## config.mk

```make
export PLATFORM = sky130hd
export DESIGN_NAME = pipeline_ctrl
export DESIGN_NICKNAME = d
export VERILOG_FILES = /design/src/rtl/pipeline_ctrl_pkg.sv /design/src/rtl/pipeline_ctrl_hazard_detect.sv /design/src/rtl/pipeline_ctrl.sv
export SDC_FILE = /design/constraint.sdc
export NUM_CORES = 1
export LEC_CHECK = 0
export CAP_MARGIN = 30
export CORE_MARGIN = 10
export CORE_UTILIZATION = 35
export CTS_CLUSTER_SIZE = 28
export DETAILED_ROUTE_END_ITERATION = 10
export PLACE_DENSITY = 0.83
export SLEW_MARGIN = 25
export SYNTH_ARGS = -nofsm -noshare
export SYNTH_HDL_FRONTEND = slang
export SYNTH_SLANG_ARGS = --single-unit
```

## constraint.sdc

```tcl
create_clock -name clk -period 1.5 [get_ports clk]
set_input_delay 0.15 -clock clk [delete_from_list [all_inputs] [get_ports clk]]
set_output_delay 0.15 -clock clk [all_outputs]
set_load 0.02 [all_outputs]
```

## src/rtl/pipeline_ctrl_pkg.sv

```systemverilog
// Shared definitions for the pipeline hazard/stall controller: widths,
// the IF/ID flush value and the MDU sequencer state encoding.
package pipeline_ctrl_pkg;

  localparam int unsigned DEF_REG_ADDR_W = 5;

  // Value loaded into IF/ID on a flush (encodes a NOP)
  localparam logic [31:0] INITIAL_VAL = 32'h0000_0000;

  typedef enum logic {
    PC_IDLE    = 1'b0,
    PC_MDU_RUN = 1'b1
  } pc_state_e;

endpackage

```

## src/rtl/pipeline_ctrl_hazard_detect.sv

```systemverilog
// Combinational hazard compare: load-use against the load in EX, and
// HI/LO or MDU reuse while a multiply/divide is still in flight.
module pipeline_ctrl_hazard_detect #(
  parameter int unsigned REG_ADDR_W = 5
) (
  input  logic [REG_ADDR_W-1:0] id_rs,
  input  logic [REG_ADDR_W-1:0] id_rt,
  input  logic                  id_uses_rs,
  input  logic                  id_uses_rt,
  input  logic                  id_uses_hilo,
  input  logic                  id_mdu_start,
  input  logic                  ex_mem_read,
  input  logic [REG_ADDR_W-1:0] ex_rt,
  input  logic                  mdu_busy,
  output logic                  lu_hazard,
  output logic                  hilo_hazard
);

  logic rs_match;
  logic rt_match;

  always_comb begin
    rs_match    = id_uses_rs && (id_rs == ex_rt);
    rt_match    = id_uses_rt && (id_rt == ex_rt);
    // $zero is never a real destination, so a load to r0 cannot create a hazard
    lu_hazard   = ex_mem_read && (ex_rt != '0) && (rs_match || rt_match);
    hilo_hazard = mdu_busy && (id_uses_hilo || id_mdu_start);
  end

endmodule

```

## src/rtl/pipeline_ctrl.sv

```systemverilog
// Hazard and stall controller for the five-stage pipeline: priority mux for
// PC / IF/ID / ID/EX enables plus the MDU busy-window sequencer.
module pipeline_ctrl
  import pipeline_ctrl_pkg::*;
#(
  parameter int unsigned REG_ADDR_W = DEF_REG_ADDR_W,
  parameter int unsigned MDU_CYCLES = 32
) (
  input  logic                  clk,
  input  logic                  rst,
  input  logic [REG_ADDR_W-1:0] id_rs,
  input  logic [REG_ADDR_W-1:0] id_rt,
  input  logic                  id_uses_rs,
  input  logic                  id_uses_rt,
  input  logic                  id_uses_hilo,
  input  logic                  id_mdu_start,
  input  logic                  id_branch_taken,
  input  logic                  ex_mem_read,
  input  logic [REG_ADDR_W-1:0] ex_rt,
  input  logic                  mem_stall,
  output logic                  pc_wen,
  output logic                  if_id_wen,
  output logic                  if_id_flush,
  output logic                  id_ex_bubble,
  output logic                  pipe_freeze,
  output logic                  mdu_go,
  output logic                  mdu_busy
);

  localparam int unsigned CntW = $clog2(MDU_CYCLES);
  localparam logic [CntW-1:0] CntLoad = CntW'(MDU_CYCLES - 1);

  pc_state_e       state_q, state_d;
  logic [CntW-1:0] mdu_cnt_q, mdu_cnt_d;

  logic busy_raw;
  logic lu_hazard;
  logic hilo_hazard;

  logic pc_wen_c, if_id_wen_c, if_id_flush_c, id_ex_bubble_c, pipe_freeze_c, mdu_go_c;

  assign busy_raw = (state_q == PC_MDU_RUN);

  pipeline_ctrl_hazard_detect #(
    .REG_ADDR_W (REG_ADDR_W)
  ) hazard_detect (
    .id_rs        (id_rs),
    .id_rt        (id_rt),
    .id_uses_rs   (id_uses_rs),
    .id_uses_rt   (id_uses_rt),
    .id_uses_hilo (id_uses_hilo),
    .id_mdu_start (id_mdu_start),
    .ex_mem_read  (ex_mem_read),
    .ex_rt        (ex_rt),
    .mdu_busy     (busy_raw),
    .lu_hazard    (lu_hazard),
    .hilo_hazard  (hilo_hazard)
  );

  always_ff @(posedge clk or negedge rst) begin
    if (!rst) begin
      state_q   <= PC_IDLE;
      mdu_cnt_q <= '0;
    end else begin
      state_q   <= state_d;
      mdu_cnt_q <= mdu_cnt_d;
    end
  end

  always_comb begin
    pc_wen_c       = 1'b1;
    if_id_wen_c    = 1'b1;
    if_id_flush_c  = 1'b0;
    id_ex_bubble_c = 1'b0;
    pipe_freeze_c  = 1'b0;
    mdu_go_c       = 1'b0;

    if (mem_stall) begin
      pc_wen_c      = 1'b0;
      if_id_wen_c   = 1'b0;
      pipe_freeze_c = 1'b1;
    end else if (hilo_hazard || lu_hazard) begin
      pc_wen_c       = 1'b0;
      if_id_wen_c    = 1'b0;
      id_ex_bubble_c = 1'b1;
    end else begin
      if_id_flush_c = id_branch_taken;
      // A start while busy is already caught as a HI/LO hazard above
      mdu_go_c      = id_mdu_start && !busy_raw;
    end
  end

  // The counter runs regardless of freezes so the MDU window is fixed-length
  always_comb begin
    state_d   = state_q;
    mdu_cnt_d = mdu_cnt_q;
    unique case (state_q)
      PC_IDLE: begin
        if (mdu_go_c) begin
          state_d   = PC_MDU_RUN;
          mdu_cnt_d = CntLoad;
        end
      end
      PC_MDU_RUN: begin
        if (mdu_cnt_q == '0) begin
          state_d = PC_IDLE;
        end else begin
          mdu_cnt_d = mdu_cnt_q - 1'b1;
        end
      end
      default: begin
        state_d   = PC_IDLE;
        mdu_cnt_d = '0;
      end
    endcase
  end

  // Everything is forced low while reset is held, independent of the clock
  always_comb begin
    pc_wen       = rst & pc_wen_c;
    if_id_wen    = rst & if_id_wen_c;
    if_id_flush  = rst & if_id_flush_c;
    id_ex_bubble = rst & id_ex_bubble_c;
    pipe_freeze  = rst & pipe_freeze_c;
    mdu_go       = rst & mdu_go_c;
    mdu_busy     = rst & busy_raw;
  end

endmodule
```

==> results of run 1 <==
[registers in the layout, summed over array words and instances (netlist names)]
name,count
busy_raw,1
mdu_cnt_q,5
[cells by family after synthesis]
| group | Yosys count |
|---|---|
| compound gates | 17 |
| simple gates | 27 |
| buf+inv | 5 |
| mux | 2 |
| fa+ha+maj | 2 |
| xor+xnor | 13 |
| flops | 6 |
[cell usage in the layout (no fill, tap or decap), types with 2 or more instances in the layout]
cell | synthesis | layout
a21oi_1 | 9 | 4
a21oi_2 | 0 | 4
and2_1 | 2 | 2
buf_2 | 1 | 3
buf_4 | 1 | 21
buf_6 | 0 | 9
clkbuf_4 | 0 | 3
clkdlybuf4s15_1 | 0 | 5
clkdlybuf4s50_1 | 0 | 8
dfrtp_1 | 6 | 6
dlygate4sd2_1 | 0 | 7
inv_2 | 0 | 2
nand2_1 | 5 | 5
nand4_1 | 2 | 2
nor2_2 | 0 | 2
nor3_1 | 6 | 4
nor3_2 | 0 | 2
nor3b_2 | 1 | 2
o32ai_2 | 0 | 2
xnor2_1 | 10 | 9
xor2_1 | 3 | 3
[per-layer routing]
layer  wire [um]  part of all wire [%]
met3         173                   7.6
met4          83                   3.6
met1         789                    35
met2        1228                    54
met5           0                     0
[critical path, cell delays in order]
cell and delay (ns):
buf_6 0.09, or4_4 0.54, o21a_4 0.24, a31o_4 0.22, buf_6 0.12
[cell type report]
cell class	count	area share, %
Inverter	3	0.8991
Tap cell	17	1.698
Clock buffer	3	1.798
Timing Repair Buffer	53	37.16
Multi-Input combinational cell	61	46.45
Sequential cell	6	11.99
[timing repair]
| action | in CTS | in global routing |
|---|---|---|
| pin swaps | 18 | 10 |
| resized for setup | 72 | 26 |
| buffers inserted | 1 | 1 |
| endpoints found under the setup margin | 13 | 11 |
| cloned | 0 | 0 |
[worst paths after layout]
check	depth (start not counted)	startpoint	end	slack, ns
min	2	rst	mdu_cnt_q[4]$_DFFE_PN0P_	0.20
min in group clk	6	ex_rt[1]	busy_raw$_DFF_PN0_	0.49
max in group asynchronous	3	rst	mdu_cnt_q[0]$_DFFE_PN0P_	1.04
min reg2reg	3	mdu_cnt_q[0]$_DFFE_PN0P_	mdu_cnt_q[0]$_DFFE_PN0P_	0.71
max reg2reg	7	mdu_cnt_q[0]$_DFFE_PN0P_	mdu_cnt_q[4]$_DFFE_PN0P_	0.04
max	5	ex_rt[1]	id_ex_bubble	-0.02
[metrics by stage]
step,setup TNS [ns],area (um^2)
after detailed placement,-6.196,1087
final,-0.01749,1252
after floorplan,0,620.6
after CTS,-0.06019,1150
after global placement,-5.889,1087
after global routing,-0.1067,1252
[where the power goes]
group,switching [W],internal [W]
sequential,0.0000831,0.000241
clock,0.0000608,0.0000906
combinational,0.000478,0.000540
==> results.env, run 1 <==
MAX_SLEW_MARGIN_PCT=81.89
NUMBER_OF_INSTANCES_IN_THE_PLACED_DESIGN=138
EDFF_COUNT_SYNTH=0
DETAIL_ROUTE.ITER0.VIOLATIONS=4
MULTI_INPUT_COMB_AREA_UM2=581.8
DIE-AREA_UM2=3810
CLKLATENCYLATEPIN_NS=0.25
FILLERS=121
POWER.DENSITY_nW_PER_UM2=1192
WORSTSETUPPATHTYPE='in2out'
SYNTH_MOST_COMMON_CELL='xnor2_1'
FIN_SKEW_NS=0.003527
ANT_NETS=0
PORT_BUFFERS=30
DRT_DRC_VIOLATIONS_LEFT=0
TIMING.CRITICAL_PATH.REQUIRED_NS=1.35
FINAL_CORE_UTILIZATION_PCT=74.15
YS_ASYNC_SR_FRACTION_PCT=100.0
CLOCK_PATH_BUFFERS=2
CORE-AREA_UM2=1689
CELL_ROWS=15
SYNTHSIMPLEGATEAREAFRAC_PCT=25.26
SYNTH_COMPOUND_GATE_AREA_SHARE_PCT=19.92
SYNTH_FA_HA_AREA_SHARE_PCT=4.107
POST-ROUTE-PERIOD-UTIL_PCT=101.2
GRT_MAX_DEGREE=8
ANTENNA_FOUND_INITIAL=0
GRT_OVERFLOW_TOTAL=0
FINALHOLDWORSTSLACK_NS=0.2032
TOP_AREA_CELLS_IN_THE_SYNTHESIZED_NETLIST='dfrtp_1, xnor2_1, a21oi_1'
GRT.BUSIEST_LAYER='met2'
CTS_TREE='built'
DIE_HEIGHT_UM=61.73
SYNTH.LIB_CELLS_USED.DISTINCT=28
DRV_CAP=0
CLK_PIN_SLEW_NS=0.05
DETAIL_ROUTE.WIRELENGTH_UM=2274
YOSYSWARNINGS=0
INSERTEDDIODECOUNT=0
NETLIST_INSTANCES=72
SYNTHESIZED_NETS=98
SYN-MEAN-INSTANCE-AREA_UM2=8.463
SLEW_VIOLATIONS=0
TOTAL_OF_HOLD_BUFFERS_INSERTED_AFTER_CLOCK_TREE_SYNTHESIS=0
ROUTED_WIRE_LENGTH_PER_INSTANCE_UM=15.90
PNR_TOTAL_POWER_W=0.001493
CTS_ROOT_BUF='clkbuf_4'
DESIGN.FINAL.NETS=154
YOSYSTOPAREACELL='dfrtp_1'
VIAS_PER_CELL=5.476
RSZ0062_AT_GRT='true'
WORST-SLEW-PIN-TRANSITION_NS=0.2707
DETAILEDPLACE.WORSTSLACK_NS=-0.8117
POSTSYNTHREGISTERBITS=6
FRACTION_OF_FINAL_LAYOUT_CELLS_SIZED_BEYOND_DRIVE_STRENGTH_1_PCT=50.00
FMAX_GHz=0.6590
GLOBALROUTEMET1UTIL_PCT=11.42
HP-CLASS='in2async'
POST-SYNTH-TOP-AREA-FRACTION_PCT=24.64
PEAKVDDDROP_uV=629.4
YOSYSSEQAREASHARE_PCT=24.64
TIMING.FINAL.HOLD_VIOLATIONS=0
MAPPEDNETLISTAREA_UM2=609.3
DP_HPWL_UM=1728
RESULT_OF_THE_RUN='complete, but fails checks'
CP_MAX_FO=4
FIN_CRIT_NS=1.517
GRT.MET3_USAGE_PCT=5.285
GRTUSAGETOTAL_PCT=12.98
POST-ROUTE-WORST-SETUP-SLACK_NS=-0.01749
PIN_COUNT=31
SYNTH_XOR_XNOR_AREA_SHARE_PCT=18.69
VIA_COUNT=783
DIE_WIDTH_UM=61.73
YOSYS-MUX-AREA-FRACTION_PCT=3.491
FINAL-SEQ-AREA_UM2=150.1
PLACE_CONGESTION=0.8332
CRIT_PATH_END_KIND='primary output'
SETUP.WORST_PATH.START_CLASS='input pin'
SYNTH_TOP_FAMILY_BY_AREA='simple AND/OR/NAND/NOR gates'
POST_LAYOUT_NONFILLER_INSTANCES=143
EFFECTIVE_UTILIZATION_AT_FLOORPLAN_PCT=36.07
INSERTED_CLOCK_BUFFERS=3
USE_MET2_PCT=22.84
SETUP-VIOLATIONS-FINAL=1
GLOBAL_ROUTE_WIRE_LENGTH_BEFORE_REPAIR_UM=3663
CTS.HTREE.LEVELS=1
YS_DOMINANT_REG_CELL='dfrtp_1'
VIOLATIONS='negative setup slack'
TRITONCTS_NUM_SINKS=6
ARRIVAL_NS=1.37
SYNTH.TOP_CELLS.BY_COUNT='xnor2_1, a21oi_1, dfrtp_1, nor3_1, nand2_1'
GRT_PASS1_VIAS=859
STATIC-LEAKAGE-POWER_nW=0.5181
AREA.GROWTH.SYNTH_TO_FINAL_PCT=105.5
ITERATION_COUNT_OF_THE_INITIAL_DETAILED_ROUTING_PASS=4
Note: power is estimated with default switching activity, not from simulation.
==> inputs of run 2 (changes only) <==
--- a/config.mk
+++ b/config.mk
@@ -5,7 +5,7 @@
 export SDC_FILE = /design/constraint.sdc
 export NUM_CORES = 1
 export LEC_CHECK = 0
-export CAP_MARGIN = 30
+export CAP_MARGIN = 25
 export CORE_MARGIN = 10
 export CORE_UTILIZATION = 35
 export CTS_CLUSTER_SIZE = 28
==> results of run 2 <==
Final layout, timing and power as in run 1 (identical DEF).
==> inputs of run 3 (changes only) <==
--- a/config.mk
+++ b/config.mk
@@ -8,6 +8,7 @@
 export CAP_MARGIN = 25
 export CORE_MARGIN = 10
 export CORE_UTILIZATION = 35
+export CTS_BUF_LIST = sky130_fd_sc_hd__clkbuf_4 sky130_fd_sc_hd__clkbuf_8 sky130_fd_sc_hd__clkbuf_16
 export CTS_CLUSTER_SIZE = 28
 export DETAILED_ROUTE_END_ITERATION = 10
 export PLACE_DENSITY = 0.83
==> results of run 3 <==
Final layout, timing and power as in run 1 (identical DEF).
